`config.mk`:
```
export PLATFORM = sky130hd
export DESIGN_NAME = video_fetch_sequencer
export DESIGN_NICKNAME = d
export VERILOG_FILES = /design/src/rtl/video_fetch_sequencer.sv
export SDC_FILE = /design/constraint.sdc
export NUM_CORES = 1
export LEC_CHECK = 0
export BUFFER_PORTS_ARGS = -buffer_cell sky130_fd_sc_hd__buf_2
export CORE_ASPECT_RATIO = 1.25
export CORE_MARGIN = 3
export CORE_UTILIZATION = 53
export CTS_CLUSTER_SIZE = 16
export DETAILED_ROUTE_END_ITERATION = 10
export PLACE_DENSITY_LB_ADDON = 0.25
export SLEW_MARGIN = 5
export SYNTH_ARGS = -nofsm -noshare
export SYNTH_HDL_FRONTEND = slang
export SYNTH_SLANG_ARGS = --single-unit
```
`constraint.sdc`:
```
create_clock -name clk -period 3.4 [get_ports clk]
set_clock_uncertainty 0.2 [all_clocks]
set_input_delay 0.51 -clock clk [delete_from_list [all_inputs] [get_ports clk]]
set_output_delay 0.51 -clock clk [all_outputs]
set_load 0.05 [all_outputs]
```
`src/rtl/video_fetch_sequencer.sv`:
```
// Purpose : fetches one scanline of display bytes over req/ack and loads the 2-bit shift register.
// Latency : first load window opens 3P clks after line_start; line_done pulses 1 clk after the last window.
// Backpressure: a single outstanding read; a slot with no byte ready loads 0x00 and sets sticky underflow.
//
// Ports:
//   clk, reset          rising-edge clock, asynchronous active-high reset
//   frame_start         frame pulse: reload line address from base_addr, clear line count and underflow
//   line_start          scanline pulse: start (or abort and restart) a line fetch; div2 sampled here
//   base_addr, div2     frame base address, slow pixel mode (shift period 2 clks)
//   mem_req/addr        read request, address held until mem_ack
//   mem_ack/data        read completion with data
//   load, load_data     shift register load strobe (one shift period wide) and byte
//   line_done           pulse after the final load window of a line
//   underflow           sticky: a load slot found no byte ready
module video_fetch_sequencer #(
  parameter int BYTES_PER_LINE = 32,
  parameter int ACTIVE_LINES   = 192,
  parameter int ADDR_WIDTH     = 13
) (
  input  logic                  clk,
  input  logic                  reset,
  input  logic                  frame_start,
  input  logic                  line_start,
  input  logic [ADDR_WIDTH-1:0] base_addr,
  input  logic                  div2,
  output logic                  mem_req,
  output logic [ADDR_WIDTH-1:0] mem_addr,
  input  logic                  mem_ack,
  input  logic [7:0]            mem_data,
  output logic                  load,
  output logic [7:0]            load_data,
  output logic                  line_done,
  output logic                  underflow
);

  localparam int                    CNT_W     = $clog2(ACTIVE_LINES + 1);
  localparam logic [CNT_W-1:0]      LINES_MAX = CNT_W'(ACTIVE_LINES);
  localparam logic [7:0]            BPL       = 8'(BYTES_PER_LINE);
  localparam logic [ADDR_WIDTH-1:0] BPL_A     = ADDR_WIDTH'(BYTES_PER_LINE);

  typedef enum logic [1:0] {S_IDLE, S_ACTIVE, S_DONE} state_t;

  state_t                r_state;
  state_t                w_state_nxt;
  logic [ADDR_WIDTH-1:0] r_line_addr;
  logic [CNT_W-1:0]      r_line_cnt;
  logic [ADDR_WIDTH-1:0] r_byte_addr;
  logic [7:0]            r_bytes_left;
  logic [7:0]            r_fetch_left;
  logic [2:0]            r_phase;
  logic                  r_div2;
  logic [7:0]            r_buf;
  logic                  r_buf_vld;
  logic                  r_req;
  logic [ADDR_WIDTH-1:0] r_addr;
  logic                  r_discard;
  logic [7:0]            r_load_data;
  logic                  r_line_done;
  logic                  r_underflow;

  logic                  w_active;
  logic                  w_ack;
  logic                  w_take;
  logic [2:0]            w_last_ph;
  logic [2:0]            w_slot_ph;
  logic [2:0]            w_win_ph;
  logic                  w_abort;
  logic                  w_end;
  logic                  w_run;
  logic                  w_slot;
  logic                  w_adv;
  logic [ADDR_WIDTH-1:0] w_la0;
  logic [ADDR_WIDTH-1:0] w_la1;
  logic [CNT_W-1:0]      w_lc0;
  logic [CNT_W-1:0]      w_lc1;
  logic                  w_start;
  logic                  w_buf_vld_nxt;
  logic [7:0]            w_fetch_left_nxt;
  logic [ADDR_WIDTH-1:0] w_issue_addr;
  logic                  w_issue;

  assign w_active  = (r_state == S_ACTIVE);
  // Acks are only meaningful while our request is up; data from a request
  // that belongs to a previous line/frame is dropped via r_discard.
  assign w_ack     = mem_ack & r_req;
  assign w_take    = w_ack & ~r_discard;

  // Phase runs 0..4P-1; the slot decision is made on the clock before the
  // window opens so load_data is registered for the whole window.
  assign w_last_ph = r_div2 ? 3'd7 : 3'd3;
  assign w_slot_ph = r_div2 ? 3'd5 : 3'd2;
  assign w_win_ph  = r_div2 ? 3'd6 : 3'd3;

  assign w_abort   = line_start & ~frame_start & w_active;
  assign w_end     = w_active & ~frame_start & ~line_start &
                     (r_phase == w_last_ph) & (r_bytes_left == 8'd0);
  assign w_run     = w_active & ~frame_start & ~line_start & ~w_end;
  assign w_slot    = w_run & (r_phase == w_slot_ph);
  assign w_adv     = w_abort | w_end;

  // frame_start takes effect first, then any line advance, then a new start
  // is judged against the resulting line count.
  assign w_la0     = frame_start ? base_addr : r_line_addr;
  assign w_lc0     = frame_start ? '0 : r_line_cnt;
  assign w_la1     = w_adv ? (w_la0 + BPL_A) : w_la0;
  assign w_lc1     = w_adv ? (w_lc0 + CNT_W'(1)) : w_lc0;
  assign w_start   = line_start & (w_lc1 < LINES_MAX);

  always_comb begin
    w_state_nxt = r_state;
    if (w_start) begin
      w_state_nxt = S_ACTIVE;
    end else if (frame_start) begin
      w_state_nxt = S_IDLE;
    end else if (w_adv) begin
      w_state_nxt = S_DONE;
    end
  end

  always_ff @(posedge clk or posedge reset) begin
    if (reset) begin
      r_state <= S_IDLE;
    end else begin
      r_state <= w_state_nxt;
    end
  end

  // Buffer occupancy after this clock. A slot with an empty buffer but an
  // ack in the same cycle forwards mem_data straight to load_data.
  always_comb begin
    w_buf_vld_nxt = 1'b0;
    if (w_run) begin
      if (w_slot) begin
        w_buf_vld_nxt = r_buf_vld & w_take;
      end else begin
        w_buf_vld_nxt = r_buf_vld | w_take;
      end
    end
  end

  assign w_fetch_left_nxt = w_start ? BPL : r_fetch_left;
  assign w_issue_addr     = w_start ? w_la1 : r_byte_addr;
  // New requests wait for mem_req to have dropped, so there is always a gap
  // of at least one clock between requests.
  assign w_issue          = (w_state_nxt == S_ACTIVE) & ~r_req & ~w_buf_vld_nxt &
                            (w_fetch_left_nxt != 8'd0);

  always_ff @(posedge clk or posedge reset) begin
    if (reset) begin
      r_line_addr  <= '0;
      r_line_cnt   <= '0;
      r_byte_addr  <= '0;
      r_bytes_left <= '0;
      r_fetch_left <= '0;
      r_phase      <= '0;
      r_div2       <= 1'b0;
      r_buf        <= '0;
      r_buf_vld    <= 1'b0;
      r_req        <= 1'b0;
      r_addr       <= '0;
      r_discard    <= 1'b0;
      r_load_data  <= '0;
      r_line_done  <= 1'b0;
      r_underflow  <= 1'b0;
    end else begin
      r_line_addr <= w_la1;
      r_line_cnt  <= w_lc1;
      r_line_done <= w_end;
      r_buf_vld   <= w_buf_vld_nxt;
      if (w_take) begin
        r_buf <= mem_data;
      end

      if (w_start) begin
        r_div2       <= div2;
        r_phase      <= 3'd1;
        r_bytes_left <= BPL;
      end else if (w_run) begin
        r_phase <= (r_phase == w_last_ph) ? 3'd0 : (r_phase + 3'd1);
        if (w_slot) begin
          r_bytes_left <= r_bytes_left - 8'd1;
        end
      end

      if (w_slot) begin
        if (r_buf_vld) begin
          r_load_data <= r_buf;
        end else if (w_take) begin
          r_load_data <= mem_data;
        end else begin
          r_load_data <= 8'h00;
        end
      end

      if (frame_start) begin
        r_underflow <= 1'b0;
      end else if (w_slot & ~r_buf_vld & ~w_take) begin
        r_underflow <= 1'b1;
      end

      if (w_ack) begin
        r_discard <= 1'b0;
      end else if ((frame_start | w_start) & r_req) begin
        r_discard <= 1'b1;
      end

      if (w_ack) begin
        r_req <= 1'b0;
      end
      if (w_start) begin
        r_byte_addr  <= w_la1;
        r_fetch_left <= BPL;
      end
      if (w_issue) begin
        r_req        <= 1'b1;
        r_addr       <= w_issue_addr;
        r_byte_addr  <= w_issue_addr + ADDR_WIDTH'(1);
        r_fetch_left <= w_fetch_left_nxt - 8'd1;
      end
    end
  end

  assign mem_req   = r_req;
  assign mem_addr  = r_addr;
  assign load      = w_active & (r_phase >= w_win_ph);
  assign load_data = r_load_data;
  assign line_done = r_line_done;
  assign underflow = r_underflow;

endmodule

```
==> metrics.csv <==
stage,metric,value,unit
grt,gr-total-overflow,0,
drt,drt_iter0_drcs,189,
cts,clk_pin_slew_worst_paths,90,ps
die,core_region_area,8750,um2
layout,layout_commonest_cell,dfrtp_1,
layout,layout.cells.most_common_list,"dfrtp_1, nor2_1, nand2_1",
setup_path,max_stage_delay,400,ps
timing,grt_setup_unrepaired,no,
cts,clock-sinks,90,
synth,average_cell_area_after_synthesis,10.1,um2
cts,cts_resized,0,
synth,post_synth_inst_count,476,
cts,cts_hold_repair.buffers,0,
run_status,status,"finished, final reports clean",
power,vdd_ir_drop_max,0.000538,V
placed_design,portBuffers,51,
synth,synthArstFlopShare,1.00,
synth,ys.flop_type,dfrtp_1,
synth,syn-cell-area,4800,um2
cts,numCtsBuffers,9,
die,num_rows,38,
power,power.static_leakage,2.48,nW
cts,ctsRootBufferMaster,clkbuf_8,
power,power.density_cell_area,695,nW/um2
synth,post-synth-top-area-cell,dfrtp_1,
synth,yosysWarnings,0,
timing,fmax,0.326,GHz
drt,route.detailed.vias_per_inst,5.41,
setup_path,timing.rr.end,r_byte_addr[10],
grt,grt_util_all_layers,0.209,
cts,max-clock-path-buffers,2,
die,floorplan.initialDensity,0.548,
drt,detail_route_antenna_nets,0,
layout,post_route_cells_drive_above_1_share,0.249,
die,dieHeight,112,um
timing,finalSetupViolCount,0,
synth,synth-seq-cells,90,
setup_path,cp_startpoint_kind,register,
synth,count_of_flip_flops_with_a_built_in_enable_after_synthesis,0,
setup_path,worst_r2r_startpoint,r_line_cnt[1],
timing,slew_headroom,0.411,
setup_path,worst_path_dominant_cell_family,simple AND/OR/NAND/NOR gates,
worst_hold_path,timing.hold.worst.class,in -> async,
synth,synthDistinctLibCells,65,
drt,drtPass1Iterations,5,
setup_path,crit_buf_inv,0,
grt,antenna_found_initial,0,
setup_path,worstPathMaxFanout,16,
die,floorplan_die_width,91.1,um
timing,tightest_slew,882,ps
setup_path,worstPathCellList,nor2b_1 > ha_2 > nor2b_1 > o2bb2ai_1 > nand3_2 > nand2_2 > nand2_4 > ha_4 > nand3_2 > o21a_1 > o211a_4 > nand2_1 > nand4b_1 > xor2_1,
timing,finalMaxSlewViolations,0,
synth,yosys-top-cells-area,"dfrtp_1, nand2_1, xor2_1",
setup_path,cp_class,reg -> reg,
layout,area.sequential,2250,um2
placed_design,place_ws,153,ps
setup_path,rr_worst_depth,14,
layout,multi_input_comb_area,2410,um2
placed_design,dpl.hpwl,7510,um
setup_path,worstSetupEndpointType,register,
setup_path,critPathRequiredTime,3460,ps
timing,min_period,3060,ps
cts,cts_tree,built,
layout,design.final.nets,571,
flow_run,maxCapViolCount,0,
drt,remaining_drc_errors,0,
layout,n_antenna_cell,0,
setup_path,regToRegSetupSlack,340,ps
synth,net_count_synth,513,
grt,number_of_global_route_vias_before_repair,3640,
placed_design,gpl.final_weighted_congestion,0.815,
synth,synth_top_area_frac,0.470,
synth,synth_seq_area_share,0.470,
cts,clk-insertion-delay-late,370,ps
cts,cts_max_level,3,
grt,largest_net_degree_at_the_start_of_global_routing,52,
timing,period_share,0.901,
die,design.die.area,10200,um2
timing,hold_viol,0,
setup_path,critical_path.slowest_cell,dfrtp_1,
drt,routed_wire_length,10100,um
cts,post_cts_buffers,0,
die,pin_count,52,
timing,postLayoutSetupSlackWorst,336,ps
setup_path,arrival,3120,ps
power,totalPowerFinal,3.80,mW
layout,fillerInstances,761,
grt,grt_pass1_wl,17300,um
drt,vias,3566,
drt,wl_per_cell,15.4,um
layout,areaGrowthSynthToFinish,14.1,%
layout make-up:
type                            count  area share
Timing Repair Buffer               71      0.0764
Clock buffer                       12      0.0265
Tap cell                          120      0.0274
Sequential cell                    90       0.412
Clock inverter                      4     0.00937
Multi-Input combinational cell    349       0.440
Inverter                           13     0.00914
Yosys cell counts, types with 2 or more instances:
master and number:
buf_6 6, mux2i_1 17, nand2_1 59, nor2b_1 7, ha_1 10, clkbuf_1 8
o21ai_0 9, buf_2 6, dfrtp_1 90, inv_1 13, xor2_1 25, a211oi_1 2
mux2i_4 2, and2_1 2, nand4_1 10, nor3b_2 2, nand2b_1 2, nand4b_1 7
a21o_1 4, a31oi_4 2, or3_1 2, nand3b_1 4, mux2_1 4, xnor2_1 12
a21oi_1 41, mux2_2 9, nor3_1 2, nand3_1 18, a31oi_1 4, and3_1 2
o21a_1 2, a21boi_0 3, nor2_1 58
flip-flops by register name (all words and copies together) (netlist names), 2 cells and up:
register,flops
mem_addr,13
r_byte_addr,13
r_line_addr,13
load_data,8
r_buf,8
r_bytes_left,8
r_fetch_left,8
r_line_cnt,8
r_phase,3
r_state,2
metrics by stage:
step                hold WS (ps)  TNS (ps)  instance area [um2]   util  cells
finish                      84.0         0                 5470  0.626    659
global placement             258         0                 5280  0.603    643
detailed placement           271         0                 5280  0.603    643
floorplan                    246      -354                 4950      -    476
CTS                          111         0                 5470  0.626    659
global route                 155         0                 5470  0.626    659
report_power, final:
part           internal (mW)  total (mW)  switching (mW)
clock network          0.361       0.738           0.378
registers               1.36        1.54           0.181
logic                  0.497        1.52            1.03
kinds of logic (layout without fill, tap and decap cells):
family,after synthesis,count (layout),synth area share
multiplexers,32,32,0.0754
buffers and inverters,37,100,0.0464
AO/OA/AOI/OAI,79,79,0.113
XOR/XNOR,37,37,0.0676
adder cells (fa/ha/maj),10,10,0.0261
flip-flops,90,90,0.470
AND/OR/NAND/NOR,191,191,0.202
how the worst max path moves through the flow:
stage,end,startpoint,cells past startpoint,slack [ps]
2_1_floorplan,r_fetch_left[7],frame_start,20,-40
3_3_place_gp,r_byte_addr[10],frame_start,15,270
3_5_place_dp,r_byte_addr[10],frame_start,15,150
4_1_cts,r_byte_addr[10],r_line_cnt[1],14,320
5_1_grt,r_byte_addr[10],r_line_cnt[1],14,140
6_report,r_byte_addr[10],r_line_cnt[1],14,340
layer usage:
metal | vias to the layer above | GRT usage | share of wire
met4 | 0 | 0.0815 | 0.020
li1 | 1745 | - | -
met1 | 1734 | 0.259 | 0.43
met5 | - | 0 | 0
met3 | 14 | 0.0349 | 0.039
met2 | 73 | 0.364 | 0.51
worst register-to-register path: stages, from the launching register on:
cell and delay [ps]:
dfrtp_1 400, nor2b_1 190, ha_2 210, nor2b_1 200
o2bb2ai_1 170, nand3_2 120, nand2_2 170, nand2_4 90
ha_4 160, nand3_2 50, o21a_1 130, o211a_4 330
nand2_1 160, nand4b_1 220, xor2_1 160
No activity file was read; power rests on OpenSTA's default activity.
